===== config.mk =====
export PLATFORM = sky130hd
export DESIGN_NAME = uart_rx
export DESIGN_NICKNAME = d
export VERILOG_FILES = /design/src/rtl/uart_pkg.sv /design/src/rtl/uart_sync2.sv /design/src/rtl/uart_rx.sv
export SDC_FILE = /design/constraint.sdc
export NUM_CORES = 1
export LEC_CHECK = 0
export CAP_MARGIN = 15
export CORE_ASPECT_RATIO = 1.5
export CORE_MARGIN = 1
export CORE_UTILIZATION = 45
export DETAILED_ROUTE_END_ITERATION = 6
export PLACE_DENSITY = 0.75
export SETUP_SLACK_MARGIN = 0.02
export SYNTH_ARGS = -nofsm -noshare
export SYNTH_HDL_FRONTEND = slang
export SYNTH_SLANG_ARGS = --single-unit

===== constraint.sdc =====
create_clock -name i_clk -period 2.83 [get_ports i_clk]
set_input_delay 0.4245 -clock i_clk [delete_from_list [all_inputs] [get_ports i_clk]]
set_output_delay 0.4245 -clock i_clk [all_outputs]
set_load 0.005 [all_outputs]

===== src/rtl/uart_pkg.sv =====
// Shared UART definitions: receiver state encoding and oversampling constants.
package uart_pkg;

  typedef enum logic [2:0] {
    IDLE,
    START,
    DATA,
    PARITY,
    STOP
  } uart_rx_state_e;

  localparam int OVERSAMPLE = 16;
  localparam int CNT_W      = $clog2(OVERSAMPLE);

  localparam logic [CNT_W-1:0] MID_SAMPLE  = CNT_W'(7);
  localparam logic [CNT_W-1:0] LAST_SAMPLE = CNT_W'(15);

endpackage


===== src/rtl/uart_sync2.sv =====
// Two-flop synchroniser for an asynchronous single-bit input, reset to RST_VAL.
module uart_sync2 #(
  parameter logic RST_VAL = 1'b1
) (
  input  logic i_clk,
  input  logic i_rst_n,
  input  logic i_d,
  output logic o_q
);

  logic meta_p0;

  always_ff @(posedge i_clk or negedge i_rst_n) begin
    if (!i_rst_n) begin
      meta_p0 <= RST_VAL;
      o_q     <= RST_VAL;
    end else begin
      meta_p0 <= i_d;
      o_q     <= meta_p0;
    end
  end

endmodule


===== src/rtl/uart_rx.sv =====
// 16x-oversampled UART receiver with valid/ready holding register and
// framing, parity and overrun status.
module uart_rx
  import uart_pkg::*;
#(
  parameter int DATA_BITS  = 8,
  parameter int PARITY_EN  = 0,
  parameter int PARITY_ODD = 0
) (
  input  logic                 i_clk,
  input  logic                 i_rst_n,
  input  logic                 i_stick,
  input  logic                 i_rx,
  output logic [DATA_BITS-1:0] o_data,
  output logic                 o_valid,
  input  logic                 i_ready,
  output logic                 o_frame_err,
  output logic                 o_parity_err,
  output logic                 o_overrun,
  output logic                 o_busy
);

  localparam int               IDX_W    = $clog2(DATA_BITS);
  localparam logic [IDX_W-1:0] IDX_LAST = IDX_W'(DATA_BITS - 1);
  localparam logic             PODD     = (PARITY_ODD != 0);

  uart_rx_state_e       state, state_n;
  logic [CNT_W-1:0]     cnt, cnt_n;
  logic [IDX_W-1:0]     idx, idx_n;
  logic [DATA_BITS-1:0] shreg, shreg_n;
  logic                 armed, armed_n;
  logic                 perr, perr_n;
  logic                 done, ferr;
  logic                 rx_s;

  uart_sync2 #(.RST_VAL(1'b1)) u_sync (
    .i_clk   (i_clk),
    .i_rst_n (i_rst_n),
    .i_d     (i_rx),
    .o_q     (rx_s)
  );

  always_comb begin
    state_n = state;
    cnt_n   = cnt;
    idx_n   = idx;
    shreg_n = shreg;
    armed_n = armed;
    perr_n  = perr;
    done    = 1'b0;
    ferr    = 1'b0;
    if (i_stick) begin
      case (state)
        IDLE: begin
          if (rx_s) begin
            armed_n = 1'b1;
          end else if (armed) begin
            state_n = START;
            cnt_n   = '0;
            perr_n  = 1'b0;
          end
        end
        START: begin
          cnt_n = cnt + 1'b1;
          if (cnt == MID_SAMPLE) begin
            // A start bit that is gone by mid-bit was noise, not a frame
            if (!rx_s) begin
              state_n = DATA;
              cnt_n   = '0;
              idx_n   = '0;
            end else begin
              state_n = IDLE;
            end
          end
        end
        DATA: begin
          cnt_n = cnt + 1'b1;
          if (cnt == LAST_SAMPLE) begin
            shreg_n = {rx_s, shreg[DATA_BITS-1:1]};
            cnt_n   = '0;
            idx_n   = idx + 1'b1;
            if (idx == IDX_LAST) state_n = (PARITY_EN != 0) ? PARITY : STOP;
          end
        end
        PARITY: begin
          cnt_n = cnt + 1'b1;
          if (cnt == LAST_SAMPLE) begin
            perr_n  = (^shreg) ^ rx_s ^ PODD;
            cnt_n   = '0;
            state_n = STOP;
          end
        end
        STOP: begin
          cnt_n = cnt + 1'b1;
          if (cnt == LAST_SAMPLE) begin
            // Disarm on a bad stop so a held-low break yields one word only
            done    = 1'b1;
            ferr    = ~rx_s;
            armed_n = rx_s;
            cnt_n   = '0;
            state_n = IDLE;
          end
        end
        default: state_n = IDLE;
      endcase
    end
  end

  always_ff @(posedge i_clk or negedge i_rst_n) begin
    if (!i_rst_n) begin
      state <= IDLE;
      cnt   <= '0;
      idx   <= '0;
      armed <= 1'b1;
      perr  <= 1'b0;
    end else begin
      state <= state_n;
      cnt   <= cnt_n;
      idx   <= idx_n;
      armed <= armed_n;
      perr  <= perr_n;
    end
  end

  always_ff @(posedge i_clk) begin
    shreg <= shreg_n;
  end

  // Holding register: a completion may reload in the same cycle the old word is taken
  always_ff @(posedge i_clk or negedge i_rst_n) begin
    if (!i_rst_n) begin
      o_data       <= '0;
      o_valid      <= 1'b0;
      o_frame_err  <= 1'b0;
      o_parity_err <= 1'b0;
      o_overrun    <= 1'b0;
    end else begin
      o_overrun <= 1'b0;
      if (done) begin
        if (!o_valid || i_ready) begin
          o_data       <= shreg;
          o_frame_err  <= ferr;
          o_parity_err <= perr;
          o_valid      <= 1'b1;
        end else begin
          o_overrun <= 1'b1;
        end
      end else if (o_valid && i_ready) begin
        o_valid <= 1'b0;
      end
    end
  end

  assign o_busy = (state != IDLE);

endmodule


==> metrics.cfg <==
[floorplan]
die_width_um = 50.3
start_util_pct = 48.3
rows = 25
ios = 18
core_area_sq_um = 3250
fp.dieArea_sq_um = 3740
die_h_um = 74.4

[synthesis]
synth_edf_count = 8
async_reset_ff_share_pct = 76.5
synthCells = 135
synth_area_per_cell_sq_um = 11.7
ys.flop_type = dfrtp_1
yosysWarnings = 0
yosysMostFrequentCell = dfrtp_1
synth_top_area_share_pct = 36.6
syn_area_sq_um = 1570
synth_largest_area_cell = dfrtp_1
synth_seq_area_share_pct = 56.9
synth_common_cells = 23 x dfrtp_1, 10 x mux2_2, 10 x nand2_1
syn-num-nets = 143
synth_area_leaders = dfrtp_1 37%, edfxtp_1 15%, mux2_2 7.2%
synth_cell_types = 39
synth_seq_cells = 34

[layout]
finalNetCount = 163
areaGrowthSynthToFinish_pct = 18.0
fin_util_pct = 57.0
drive_gt1_share_pct = 16.7
diodes = 0

[clock_tree]
cts_tree = done
clkLatencyLatePin_ns = 0.29
path_clk_slew_ns = 0.07
cts_setup_buffers = 0
clock-sinks = 34
cts_max_level = 2
cts_root_buf = clkbuf_8
cts-buffers-inserted = 5
cts_buffer_depth = 2
cts_resized = 0
cts_hold_buf = 0

[global_route]
grt_max_degree = 27
antenna_found_initial = 0
gr-total-overflow = 0
grt_pass1_vias = 1175
grt_pass1_wl_um = 5220
grt_usage_pct = 19.0

[pwr]
swShare_pct = 32.2
p_clk_share_pct = 26.2
p_switching_w = 0.000420
comb_power_share_pct = 23.4
leakage_nw = 0.793
irDropWorstVdd_mv = 0.406
powerDensity_nw_per_um2 = 702
seq_power_share_pct = 50.4
power.internal_w = 0.000883

[detailed_routing]
routed_wl_um = 3050
route.antenna.remaining_nets = 0
drc_errors = 0
vias_per_cell = 5.63
drt_iter0_drc = 36
wl_per_cell_um = 15.5
dr.pass1.iters = 4
vias = 1103

[hold_path]
holdCritPathClass = register to register
min_from = u_sync.meta_p0
holdPathStages = 0
min_to = u_sync.o_q

[place]
dp_hpwl_um = 2050
place.gp.congestion = 0.833
dp_slack_ns = 0.730
place.port_buffers = 17

[setup_path]
reg2reg_slack_ns = 0.93
endpoint_kind = primary output
cp_max_fo = 16
r2r_cells = 6
start_kind = register
cp.arrival_ns = 1.71
required_ns = 2.41
criticalPathCategory = register to primary output
r2r-end = idx[0]
r2r_start = cnt[1]

[sta]
skew_ns = 0.00538
slew_violations = 0
slew_headroom_pct = 68.8
fin_crit_ns = 2.13
worstMarginPinSlew_ns = 0.468
rsz0062_at_grt = false
hold_viol_final = 0
setup_tns_ns = 0
clock.fmax_mhz = 469
min_period_over_period_pct = 75.3
fin_ws_ns = 0.698
setup_viol = 0

[run]
timing.max_cap.violations = 0

[outcome]
status = finished, final reports clean

[area by class of cell]
| cell class | count | area [sq um] |
|---|---|---|
| Fill cell | 290 | 1400 |
| Tap cell | 40 | 50.0 |
| Inverter | 3 | 11.3 |
| Clock buffer | 5 | 68.8 |
| Timing Repair Buffer | 20 | 193 |
| Clock inverter | 3 | 16.3 |
| Multi-Input combinational cell | 91 | 622 |
| Sequential cell | 34 | 895 |
[worst max path at each step]
stage	from	endpoint	slack [ns]	depth (start not counted)
3_5_place_dp	i_stick	o_data[7]	0.73	5
3_3_place_gp	i_stick	o_data[3]	0.77	5
4_1_cts	state[2]	o_busy	0.70	3
5_1_grt	state[2]	o_busy	0.58	3
2_1_floorplan	cnt[0]	shreg[0]	0.69	5
6_report	state[2]	o_busy	0.70	3
[sequential cells by signal, indices dropped and copies added, names as in the netlist]
signal	flops
o_data	8
shreg	8
cnt	4
idx	3
state	3
armed	1
o_frame_err	1
o_overrun	1
o_parity_err	1
o_valid	1
perr	1
u_sync.meta_p0	1
u_sync.o_q	1
[worst max-delay path: stages (launching register included)]
cell,delay [ns]
dfrtp_1,0.63
inv_1,0.20
nand2_1,0.10
clkdlybuf4s50_1,0.49
[power groups by stage]
stage	Combinational [W]	Sequential, W	Clock [W]
final	0.000305	0.000657	0.000342
after global routing	0.000342	0.000669	0.000371
after CTS	0.000303	0.000657	0.000353
after detailed placement	0.000301	0.000667	0
after global placement	0.000284	0.000662	0
after floorplan	0.000265	0.000632	0
[placed cells by master (no fill, tap or decap), drive strengths merged, types with 2 or more instances in the layout]
cell,netlist,final
clkdlybuf4s50,0,17
nand3,5,5
dfstp,3,3
edfxtp,8,8
clkbuf,2,5
nor3,6,6
or3,2,2
a21o,2,2
o22ai,3,3
a22o,4,4
dfrtp,23,23
and2,2,2
inv,3,3
a31oi,2,2
ha,3,3
o21ai,8,8
nor2,9,9
clkinv,0,2
nand2,10,10
xnor2,7,7
buf,5,3
a21oi,3,3
mux2,10,10
[stage by stage]
step	hold slack, ns	cell area (sq um)	total power [W]	instances
global route	0.361	1860	0.00138	196
detailed placement	0.353	1770	0.000968	188
CTS	0.360	1860	0.00131	196
global placement	0.347	1770	0.000946	188
floorplan	0.129	1570	0.000897	135
finish	0.357	1860	0.00130	196
[metal layers]
layer | vias up | track usage (%) | wire [um] | part of all wire, %
li1 | 527 | - | - | -
met1 | 547 | 21.9 | 1270 | 42
met2 | 21 | 31.6 | 1590 | 52
met3 | 8 | 5.93 | 116 | 3.8
met4 | 0 | 10.2 | 64 | 2.1
met5 | - | 0 | 0 | 0
[cells by family (layout without fill, tap and decap cells)]
| kind of cell | count (synthesis) | in the layout | synth area share [%] |
|---|---|---|---|
| xor gates and xnor gates | 8 | 8 | 4.46 |
| muxes | 10 | 10 | 7.16 |
| DFF | 34 | 34 | 56.9 |
| buffers and inverters | 10 | 31 | 3.58 |
| adders and majority gates | 3 | 3 | 2.39 |
| AOI/OAI and AO/OA | 29 | 29 | 12.6 |
| and+or+nand+nor | 41 | 41 | 13.0 |
Power figures use the tool's default switching activity.
